<file path="config.mk">
export PLATFORM = sky130hd
export DESIGN_NAME = mem_arb
export DESIGN_NICKNAME = d
export VERILOG_FILES = /design/src/rtl/mem_arb_pkg.sv /design/src/rtl/wait_cnt.sv /design/src/rtl/mem_arb.sv
export SDC_FILE = /design/constraint.sdc
export NUM_CORES = 1
export LEC_CHECK = 0
export BUFFER_PORTS_ARGS = -buffer_cell sky130_fd_sc_hd__buf_2
export CORE_UTILIZATION = 40
export DETAILED_ROUTE_END_ITERATION = 10
export PLACE_DENSITY = 0.69
export SYNTH_ARGS = -nofsm -noshare
export SYNTH_HDL_FRONTEND = slang
export SYNTH_SLANG_ARGS = --single-unit
</file>
<file path="constraint.sdc">
create_clock -name clk -period 11.2 [get_ports clk]
set_input_delay 1.12 -clock clk [delete_from_list [all_inputs] [get_ports clk]]
set_output_delay 1.12 -clock clk [all_outputs]
set_load 0.01 [all_outputs]
</file>
<file path="src/rtl/mem_arb_pkg.sv">
// Shared definitions for the mem_arb fetch/data memory arbiter:
// FSM state encoding, port identifiers and the round-robin pick function.
package mem_arb_pkg;

   typedef enum logic [1:0] {
      IDLE   = 2'd0,
      ACCESS = 2'd1,
      RESP   = 2'd2
   } arb_state_t;

   typedef enum logic {
      PORT_IF = 1'b0,
      PORT_DM = 1'b1
   } port_id_t;

   localparam int DEFAULT_WAIT_STATES = 1;
   localparam int WCNT_W              = 4;

   // Round-robin winner: a lone requester wins, a tie goes to the port not granted last.
   function automatic port_id_t pick_port(input logic if_req, input logic dm_req,
                                          input port_id_t last);
      port_id_t win;
      if (if_req && dm_req) begin
         win = (last == PORT_IF) ? PORT_DM : PORT_IF;
      end else if (dm_req) begin
         win = PORT_DM;
      end else begin
         win = PORT_IF;
      end
      return win;
   endfunction

endpackage

</file>
<file path="src/rtl/wait_cnt.sv">
// Memory wait-state counter for mem_arb: loadable, decrementing, with a zero flag.
module wait_cnt
   import mem_arb_pkg::*;
(
   input  logic              clk,
   input  logic              rst,
   input  logic              load,
   input  logic [WCNT_W-1:0] load_val,
   input  logic              dec,
   output logic              zero
);

   logic [WCNT_W-1:0] cnt_r;

   // Counter register: load wins over decrement and the count never wraps below zero.
   always_ff @(posedge clk or posedge rst) begin
      if (rst) begin
         cnt_r <= {WCNT_W{1'b0}};
      end else if (load) begin
         cnt_r <= load_val;
      end else if (dec && (cnt_r != {WCNT_W{1'b0}})) begin
         cnt_r <= cnt_r - {{(WCNT_W-1){1'b0}}, 1'b1};
      end else begin
         cnt_r <= cnt_r;
      end
   end

   assign zero = (cnt_r == {WCNT_W{1'b0}});

endmodule

</file>
<file path="src/rtl/mem_arb.sv">
// Round-robin arbiter sharing one single-port memory between fetch and data ports.
// Optional grant/contention statistics outputs are enabled by defining MEM_ARB_STATS_EN.
module mem_arb
   import mem_arb_pkg::*;
#(
   parameter int WAIT_STATES = DEFAULT_WAIT_STATES,
   parameter int AW          = 16,
   parameter int DW          = 32
) (
   input  logic          clk,
   input  logic          rst,
   input  logic          if_req,
   input  logic [AW-1:0] if_addr,
   output logic          if_ack,
   output logic [DW-1:0] if_rdata,
   input  logic          dm_req,
   input  logic          dm_we,
   input  logic [AW-1:0] dm_addr,
   input  logic [DW-1:0] dm_wdata,
   output logic          dm_ack,
   output logic [DW-1:0] dm_rdata,
   output logic          mem_en,
   output logic          mem_we,
   output logic [AW-1:0] mem_addr,
   output logic [DW-1:0] mem_wdata,
   input  logic [DW-1:0] mem_rdata,
   output logic          busy
`ifdef MEM_ARB_STATS_EN
   ,
   output logic [15:0]   if_grants,
   output logic [15:0]   dm_grants,
   output logic [15:0]   contention_cnt
`endif
);

   localparam logic [WCNT_W-1:0] WS_L = WCNT_W'(WAIT_STATES);

   arb_state_t    state_r, state_s;
   port_id_t      gnt_r, last_grant_r, win_s;
   logic          grant_s, zero_s, dec_s, done_s, sel_we_s;
   logic          we_r;
   logic [AW-1:0] addr_r;
   logic [DW-1:0] wdata_r, if_rdata_r, dm_rdata_r;
   logic          mem_en_r, mem_we_r, if_ack_r, dm_ack_r, busy_r;

   wait_cnt u_wait_cnt (
      .clk      (clk),
      .rst      (rst),
      .load     (grant_s),
      .load_val (WS_L),
      .dec      (dec_s),
      .zero     (zero_s)
   );

   // Next-state decode; a grant is only taken from IDLE.
   always_comb begin
      state_s = state_r;
      grant_s = 1'b0;
      win_s   = pick_port(if_req, dm_req, last_grant_r);
      case (state_r)
         IDLE: begin
            if (if_req || dm_req) begin
               grant_s = 1'b1;
               state_s = ACCESS;
            end else begin
               state_s = IDLE;
            end
         end
         ACCESS: begin
            if (zero_s) begin
               state_s = RESP;
            end else begin
               state_s = ACCESS;
            end
         end
         RESP:    state_s = IDLE;
         default: state_s = IDLE;
      endcase
   end

   assign dec_s    = (state_r == ACCESS);
   assign done_s   = (state_r == ACCESS) && zero_s;
   assign sel_we_s = grant_s ? ((win_s == PORT_DM) && dm_we) : we_r;

   // State register and per-access request latch.
   always_ff @(posedge clk or posedge rst) begin
      if (rst) begin
         state_r      <= IDLE;
         gnt_r        <= PORT_IF;
         last_grant_r <= PORT_IF;
         we_r         <= 1'b0;
         addr_r       <= {AW{1'b0}};
         wdata_r      <= {DW{1'b0}};
      end else begin
         state_r <= state_s;
         if (grant_s) begin
            gnt_r        <= win_s;
            last_grant_r <= win_s;
            we_r         <= (win_s == PORT_DM) && dm_we;
            addr_r       <= (win_s == PORT_DM) ? dm_addr : if_addr;
            wdata_r      <= (win_s == PORT_DM) ? dm_wdata : {DW{1'b0}};
         end
      end
   end

   // Strobes are registered from the next state so they line up with ACCESS/RESP.
   always_ff @(posedge clk or posedge rst) begin
      if (rst) begin
         mem_en_r <= 1'b0;
         mem_we_r <= 1'b0;
         if_ack_r <= 1'b0;
         dm_ack_r <= 1'b0;
         busy_r   <= 1'b0;
      end else begin
         mem_en_r <= (state_s == ACCESS);
         mem_we_r <= (state_s == ACCESS) && sel_we_s;
         if_ack_r <= (state_s == RESP) && (gnt_r == PORT_IF);
         dm_ack_r <= (state_s == RESP) && (gnt_r == PORT_DM);
         busy_r   <= (state_s != IDLE);
      end
   end

   // Read data capture in the last ACCESS cycle; writes leave both registers alone.
   always_ff @(posedge clk or posedge rst) begin
      if (rst) begin
         if_rdata_r <= {DW{1'b0}};
         dm_rdata_r <= {DW{1'b0}};
      end else if (done_s && !we_r) begin
         if (gnt_r == PORT_IF) begin
            if_rdata_r <= mem_rdata;
         end else begin
            dm_rdata_r <= mem_rdata;
         end
      end
   end

   assign if_ack    = if_ack_r;
   assign dm_ack    = dm_ack_r;
   assign if_rdata  = if_rdata_r;
   assign dm_rdata  = dm_rdata_r;
   assign mem_en    = mem_en_r;
   assign mem_we    = mem_we_r;
   assign mem_addr  = addr_r;
   assign mem_wdata = wdata_r;
   assign busy      = busy_r;

`ifdef MEM_ARB_STATS_EN
   logic [15:0] if_grants_r, dm_grants_r, contention_r;

   // Free-running statistics, wrapping naturally at 16 bits.
   always_ff @(posedge clk or posedge rst) begin
      if (rst) begin
         if_grants_r  <= 16'd0;
         dm_grants_r  <= 16'd0;
         contention_r <= 16'd0;
      end else begin
         if (grant_s && (win_s == PORT_IF)) if_grants_r <= if_grants_r + 16'd1;
         if (grant_s && (win_s == PORT_DM)) dm_grants_r <= dm_grants_r + 16'd1;
         if ((state_r == IDLE) && if_req && dm_req) contention_r <= contention_r + 16'd1;
      end
   end

   assign if_grants      = if_grants_r;
   assign dm_grants      = dm_grants_r;
   assign contention_cnt = contention_r;
`endif

endmodule

</file>
### Word-level counts from Yosys, hierarchy flattened

Cells that the tools add are included.

| storage, ports and cells | value |
|---|---|
| output and inout bits | 117 |
| register bits | 125 |

| cells by class | value |
|---|---|
| bitwise logic cells | 1 |
| muxes and demuxes | 13 |
| equality and inequality tests | 3 |
| reductions and logical operators | 17 |
| $add $sub $neg | 1 |

Operators by type and width:

| kind | number |
|---|---|
| $mux W32 | 1 |
| $mux W16 | 1 |
| $logic_and A1 B1 Y1 | 8 |
| $mux W4 | 2 |
| $mux W1 | 7 |
| $eq A2 B1 Y1 const B | 2 |
| $logic_not A4 Y1 | 1 |
| $pmux W2 S2 | 1 |
| $reduce_and A2 Y1 | 2 |
| $reduce_bool A2 Y1 | 2 |
| $reduce_bool A4 Y1 | 1 |
| $sub A4 B1 Y4 const B | 1 |
| $eq A2 B2 Y1 const B | 1 |
| $logic_not A2 Y1 | 1 |
| $mux W2 | 1 |
| $logic_not A1 Y1 | 1 |
| $logic_or A1 B1 Y1 | 1 |
| $not A1 Y1 | 1 |

### Longest topological paths before layout

Gate-level depths: netlist of run 1.

| logic depth | value |
|---|---|
| word-level depth | 5 |
| mapped depth | 7 |
| depth with buffers taken out | 5 |

### Modules after synthesis

From an unflattened synthesis of run 1, not the netlist that was laid out.

| second synthesis, totals | value |
|---|---|
| cell total of the unflattened synthesis | 319 |
| area total of the unflattened synthesis | 5012.3 um2 |

By module, submodules not included:

| module | area an instance (um2) | cells each | seq. area each (um2) | times used |
|---|---|---|---|---|
| mem_arb | 4750.8 | 291 | 3027.9 | 1 |
| wait_cnt | 261.5 | 28 | 100.1 | 1 |

### Worst setup path before layout of run 1

Ideal clock, no wire load.

| timing | value |
|---|---|
| path kind | input to register |
| from | input port dm_req |
| to | register u_wait_cnt.cnt_r[0] |
| stages on the path | 6 |
| setup slack | 8707 ps |
| arrival | 2350 ps |
| library setup time | 143 ps |
| cells stage by stage | or2_2 > clkbuf_1 > nand2_1 > clkbuf_1 > buf_1 > o21ai_0 |

| on the way | value |
|---|---|
| word-level cells in the longest chain between the ends | 4 |
| elaborated cells between the ends (all ways) | 5 |

Ends and longest elaborated chain:

| item | line | RTL |
|---|---|---|
| start: declaration | mem_arb.sv:16 | `input logic dm_req,` |
| $logic_or A1 B1 Y1 * | mem_arb.sv:62 | `if (if_req \|\| dm_req) begin` |
| $mux W1 * | mem_arb.sv:62 |  |
| $mux W1 * | mem_arb.sv:60 | `case (state_r)` |
| $mux W4 or $reduce_bool A2 Y1 (tied branches) | n/a |  |
| end signal: assignment | wait_cnt.sv:18 | `cnt_r <= {WCNT_W{1'b0}};` |
| end signal: assignment | wait_cnt.sv:20 | `cnt_r <= load_val;` |
| end signal: assignment | wait_cnt.sv:22 | `cnt_r <= cnt_r - {{(WCNT_W-1){1'b0}}, 1'b1};` |
| end: declaration | wait_cnt.sv:13 | `logic [WCNT_W-1:0] cnt_r;` |

Mark *: on every way between the ends. The rest lies on a longest branch, timed or not.
A chain may end at the register's enable or synchronous reset.

### Final worst setup path of run 1

| timing | value |
|---|---|
| from | register state_r[1] |
| to | register wdata_r[0], in the netlist mem_wdata[0] |

| on the way | value |
|---|---|
| word-level cells in the longest chain between the ends | 2 |

Ends and longest elaborated chain:

| item | line | RTL |
|---|---|---|
| start: declaration | mem_arb.sv:38 | `arb_state_t state_r, state_s;` |
| start signal: assignment | mem_arb.sv:95 | `state_r <= state_s;` |
| $logic_not A2 Y1 | mem_arb.sv:60 |  |
| $mux W1 | mem_arb.sv:60 |  |
| end signal: assignment | mem_arb.sv:93 | `wdata_r <= {DW{1'b0}};` |
| end signal: assignment | mem_arb.sv:101 | `wdata_r <= (win_s == PORT_DM) ? dm_wdata : {DW{1'b0}};` |
| end: declaration | mem_arb.sv:43 | `logic [DW-1:0] wdata_r, if_rdata_r, dm_rdata_r;` |

Every way passes these cells.

==> results of run 1 <==
## cell families (layout without fill, tap and decap cells)
| family | after synthesis | after routing | share of synthesized area [%] |
|---|---|---|---|
| AO/OA/AOI/OAI | 75 | 75 | 10.37 |
| adder cells (fa/ha/maj) | 1 | 1 | 0.2523 |
| buffers and inverters | 25 | 256 | 3.053 |
| flip-flops | 125 | 125 | 63.08 |
| multiplexers | 80 | 80 | 20.04 |
| AND/OR/NAND/NOR | 25 | 25 | 3.205 |
## synth_stat cells (2+ instances only)
library cell and n:
mux2_4 30, o21ai_0 3, mux2i_1 16, a21oi_1 35
a22o_1 32, buf_12 3, nand4b_1 2, mux2_2 34
or2_2 2, nor3_1 4, inv_1 4, clkbuf_1 14
nand2_1 5, dfrtp_1 125, nor2_1 2, buf_1 2
## cell usage in the layout (no fill, tap or decap), types with 5 or more instances in the layout
| cell type | netlist | routed |
|---|---|---|
| buf_2 | 1 | 217 |
| dfrtp_1 | 125 | 125 |
| a21oi_1 | 35 | 35 |
| mux2_2 | 34 | 34 |
| a22o_1 | 32 | 32 |
| mux2_4 | 30 | 30 |
| clkbuf_16 | 0 | 17 |
| mux2i_1 | 16 | 16 |
| nand2_1 | 5 | 5 |
| clkinvlp_4 | 0 | 5 |
## final timing paths
| check | cells past startpoint | end | slack, ns |
|---|---|---|---|
| worst max-delay path | 3 | mem_wdata[0] | 8.25 |
| worst min-delay path | 1 | dm_rdata[21] | 0.50 |
| worst max register to register | 3 | mem_wdata[0] | 8.25 |
| worst min register to register | 1 | dm_rdata[21] | 0.50 |
| max in group asynchronous | 3 | dm_rdata[8] | 9.09 |
| min in group asynchronous | 2 | dm_rdata[10] | 0.88 |
## registers in the layout, summed over array words and instances, names as in the netlist
register	flops
busy	1
dm_ack	1
dm_rdata	32
if_ack	1
if_rdata	32
last_grant_r	1
mem_addr	16
mem_en	1
mem_wdata	32
mem_we	1
state_r	2
u_wait_cnt.cnt_r	4
we_r	1
## worst max-delay path, cell delays in order (launching register included)
cell	delay [ns]
dfrtp_1	0.43
nor2_1	0.85
nand2_1	1.02
a22o_1	0.52
## report_power, final
part	internal (mW)	total (mW)	leakage, nW	switching, mW
sequential	0.663	0.782	1.50	0.119
clock	0.364	0.569	0.285	0.205
combinational	0.388	0.755	1.72	0.367
## area by class of cell
type	count	share of cell area, %
Tap cell	168	3.106
Multi-Input combinational cell	181	24.88
Sequential cell	125	46.22
Clock inverter	12	2.403
Timing Repair Buffer	220	16.38
Clock buffer	20	6.748
Inverter	4	0.2588
## layer usage
layer  track usage (%)  routed length (um)
met5                 0                   0
met4             5.789                 102
met3             6.374                 798
met2             27.77                5111
met1             23.85                5133
==> flow_metrics.tcl, run 1 <==
set metrics [dict create \
    outcome "completed" \
    htree_num_levels 4 \
    track_usage_pct 18.03 \
    dpl.hpwl_mm 7.650 \
    min_period_ns 2.952 \
    overflow 0 \
    clk_latency_ns 0.40 \
    finalHoldViolCount 0 \
    multi_input_area_um2 1684 \
    ys_seq_elements 125 \
    ys.flop_type "dfrtp_1" \
    synth_edf_count 0 \
    ys_async_sr_fraction_pct 100.0 \
    synthCells 331 \
    avgSynthCellArea_um2 14.98 \
    period_share_pct 26.35 \
    ys_seq_area_share_pct 63.08 \
    drive_above_1_share_pct 57.83 \
    pwr_density_cell_nw_per_um2 311.2 \
    drtAntennaViolNets 0 \
    grt_pass1_wl_mm 17.70 \
    yosys-top-cells-area "dfrtp_1, mux2_4, mux2_2" \
    cp.arrival_ns 3.23 \
    cts_buffer_depth 2 \
    synthesis.area_um2 4959 \
    antenna_found_initial 0 \
    power.leakage_nw 3.502 \
    grt_max_degree 74 \
    power_mw 2.106 \
    viasPerCell 4.897 \
    dp_slack_ns 8.061 \
    end_kind "register" \
    maxSlewHeadroom_pct 18.42 \
    tightest_slew_ns 1.221 \
    drt_wl_total_mm 11.15 \
    post-route-drc-count 0 \
    vias 3575 \
    hold_class "register to register" \
    rsz0062_at_grt "no" \
    post-cts-setup-buffer-count 0 \
    yosys.area.top_type "dfrtp_1" \
    routabilityCongestion 0.7374 \
    cp_max_fo 39 \
    min_from "dm_rdata[21]" \
    tritoncts "yes" \
    hold_buffers 0 \
    finish.utilization_pct 56.11 \
    cts_buffers 17 \
    syn-num-nets 433 \
    dp_cells 698 \
    firstDrtPassIters 4 \
    placed_cell_area_um2 6148 \
    fill_cells 1014 \
    crit_type "register to register" \
    die_area_um2 12850 \
    clock_sinks 125 \
    post_cts_resized 0 \
    reg2reg_from "state_r[1]" \
    fin_area_um2 6768 \
    seqCellArea_um2 3128 \
    setup_tns_ns 0 \
    cap_violations 0 \
    rows 40 \
    crit_start "state_r[1]" \
    area.growth.synth_to_final_pct 36.49 \
    num-nets-final 651 \
    whs_ns 0.4996 \
    timing.final.ws_setup_ns 8.248 \
    port_buffers 217 \
    yosys_warnings 0 \
    core_um2 12060 \
    synth.distinct_cells 34 \
    initial_utilization_pct 41.11 \
    dr.first_iter.drc_count 186 \
    die_y_um 113.3 \
    die_w_um 113.3 \
    skew_ns 0.008876 \
    num_io_pins 218 \
    ir_drop_v 0.0001202 \
    finalSetupViolCount 0 \
    wire_per_inst_um 15.27 \
    cp_data_required_time_ns 11.48 \
    start_kind "register" \
    fmax_mhz 338.8 \
    clk_pin_slew_ns 0.06 \
    grt_pass1_vias 3463 \
    antenna_cells 0 \
    stdcell_count 730 \
    clock-root-buffer "clkbuf_16" \
    synth_top_area_share_pct 63.08 \
    drv_slew 0 \
]
(Power assumes the default switching activity.)
==> run 2, diff against run 1 <==
--- a/config.mk
+++ b/config.mk
@@ -5,10 +5,11 @@
 export SDC_FILE = /design/constraint.sdc
 export NUM_CORES = 1
 export LEC_CHECK = 0
+export ABC_AREA = 1
 export BUFFER_PORTS_ARGS = -buffer_cell sky130_fd_sc_hd__buf_2
 export CORE_UTILIZATION = 40
 export DETAILED_ROUTE_END_ITERATION = 10
-export PLACE_DENSITY = 0.69
+export PLACE_DENSITY = 0.71
 export SYNTH_ARGS = -nofsm -noshare
 export SYNTH_HDL_FRONTEND = slang
 export SYNTH_SLANG_ARGS = --single-unit
==> constraint.sdc (replaced) <==
create_clock -name clk -period 2.41 [get_ports clk]
set_input_delay 0.241 -clock clk [delete_from_list [all_inputs] [get_ports clk]]
set_output_delay 0.241 -clock clk [all_outputs]
set_load 0.01 [all_outputs]
==> flow_metrics.tcl, run 2 <==
set metrics [dict create \
    stdcell_count 971 \
    antenna_cells 0 \
    fin_area_um2 7047 \
    num_io_pins 218 \
    power.leakage_nw 3.882 \
    syn-num-nets 678 \
    setup_tns_ns 0 \
    dpl.hpwl_mm 9.432 \
    final_cell_mix "buf_2, nand2_1, dfrtp_1" \
    die_w_um 116.6 \
    fmax_mhz 642.8 \
    grt_max_degree 40 \
    drtAntennaViolNets 0 \
    overflow 0 \
    min_period_ns 1.556 \
    yosys-top-cells-area "dfrtp_1, nand2_1, nand4_1" \
    synthesis.area_um2 5249 \
    finalSetupViolCount 0 \
    cts_buffer_depth 2 \
    ys_seq_area_share_pct 59.59 \
    drv_slew 0 \
    start_kind "register" \
    layout_commonest_cell "buf_2" \
    clock_sinks 125 \
    hold_class "input port to register" \
    placed_cell_area_um2 6460 \
    dp_cells 938 \
    post-cts-setup-buffer-count 0 \
    vias 4728 \
    cp.arrival_ns 1.90 \
    ir_drop_v 0.0006940 \
    cap_violations 0 \
    wire_per_inst_um 14.08 \
    cp_top_family "simple AND/OR/NAND/NOR gates" \
    rows 41 \
    drive_above_1_share_pct 34.29 \
    num-nets-final 888 \
    drt_wl_total_mm 13.68 \
    port_buffers 217 \
    ys.flop_type "dfrtp_1" \
    yosys_warnings 0 \
    tritoncts "yes" \
    clk_pin_slew_ns 0.05 \
    cp_max_fo 37 \
    crit_type "register to register" \
    path_buf_inv 2 \
    post_cts_resized 0 \
    synth_common_cells "nand2_1, dfrtp_1, nand4_1, inv_1, nand3_1" \
    antenna_found_initial 0 \
    post-route-drc-count 0 \
    synth.most_common_cell "nand2_1" \
    skew_ns 0.01243 \
    crit_top_cell "nand2_1" \
    synth_top_area_share_pct 59.59 \
    whs_ns 0.06059 \
    viasPerCell 4.869 \
    dr.first_iter.drc_count 362 \
    grt_pass1_wl_mm 21.83 \
    yosys.area.top_type "dfrtp_1" \
    crit_chain "inv_1 -> ha_1 -> nand2_1 -> nor2_4 -> buf_4 -> nand4_1 -> nand2_1" \
    avgSynthCellArea_um2 9.112 \
    clock-root-buffer "clkbuf_16" \
    ys_seq_elements 125 \
    grt_pass1_vias 4386 \
    maxSlewHeadroom_pct 51.16 \
    firstDrtPassIters 4 \
    track_usage_pct 21.12 \
    critPathMaxStageDelay_ns 0.37 \
    cp_data_required_time_ns 2.75 \
    die_area_um2 13580 \
    rsz0062_at_grt "no" \
    die_y_um 116.6 \
    tightest_slew_ns 0.7310 \
    hold_buffers 1 \
    end_kind "register" \
    synth.distinct_cells 23 \
    area.growth.synth_to_final_pct 34.26 \
    outcome "completed" \
    htree_num_levels 4 \
    synth_edf_count 0 \
    slowest_stage "dfrtp_1" \
    core_um2 12720 \
    routabilityCongestion 0.7666 \
    synthCells 576 \
    finalHoldViolCount 0 \
    pwr_density_cell_nw_per_um2 1407 \
    ys_async_sr_fraction_pct 100.0 \
    clk_latency_ns 0.41 \
    initial_utilization_pct 41.26 \
    cts_buffers 17 \
    period_share_pct 64.55 \
]
==> run 2: layout make-up <==
class | count | area (um2)
sequential | 125 | 3128
fill | 1183 | 5675
timing repair buffer | 232 | 1226
tap | 172 | 215.2
multi-input combinational | 363 | 1720
clock inverter | 12 | 120.1
inverter | 47 | 180.2
clock buffer | 20 | 456.7
==> run 2: path summary, 6_finish.rpt <==
kind	from	end	slack, ns	cells past startpoint
min reg2reg	if_rdata[6]	if_rdata[6]	0.46	2
max in group asynchronous	rst	dm_rdata[5]	1.26	4
max reg2reg	u_wait_cnt.cnt_r[0]	if_rdata[30]	0.85	7
min in group asynchronous	rst	if_rdata[20]	0.50	3
min	dm_wdata[10]	mem_wdata[10]	0.06	3
max	u_wait_cnt.cnt_r[0]	if_rdata[30]	0.85	7
==> run 2: metal layers <==
layer / track usage, % / vias to the layer above / routed length (um)
li1: - / 2315 / -
met1: 27.64 / 2210 / 5944
met2: 33.10 / 190 / 6461
met3: 6.331 / 13 / 1133
met4: 7.932 / 0 / 136
met5: 0 / - / 0
==> run 2: logic make-up after synthesis <==
group                      synth area share [%]
buffers and inverters                     7.723
AOI/OAI and AO/OA                         5.816
DFF                                       59.59
adders and majority gates                0.2383
and+or+nand+nor                           26.46
xor gates and xnor gates                 0.1669
==> run 2: worst reg2reg max path: stages (launching register included) <==
cell     delay, ns
dfrtp_1       0.37
inv_1         0.10
ha_1          0.23
nand2_1       0.12
nor2_4        0.09
buf_4         0.33
nand4_1       0.16
nand2_1       0.09
==> run 2: through the flow <==
stage | setup WS (ns) | util [%] | power (mW)
2_1_floorplan | 0.6297 | - | 6.019
3_3_place_gp | 0.8177 | 50.78 | 7.451
3_5_place_dp | 0.7641 | 50.78 | 7.542
4_1_cts | 0.8378 | 55.39 | 10.03
5_1_grt | 0.6671 | 55.39 | 10.73
6_report | 0.8544 | 55.39 | 9.913
==> run 2: where the power goes <==
part	leakage (nW)	switching (mW)	total, mW	internal, mW
registers	1.53	0.549	3.69	3.14
logic	2.06	2.35	3.78	1.42
clock network	0.289	0.888	2.45	1.56
total	3.88	3.79	9.91	6.12
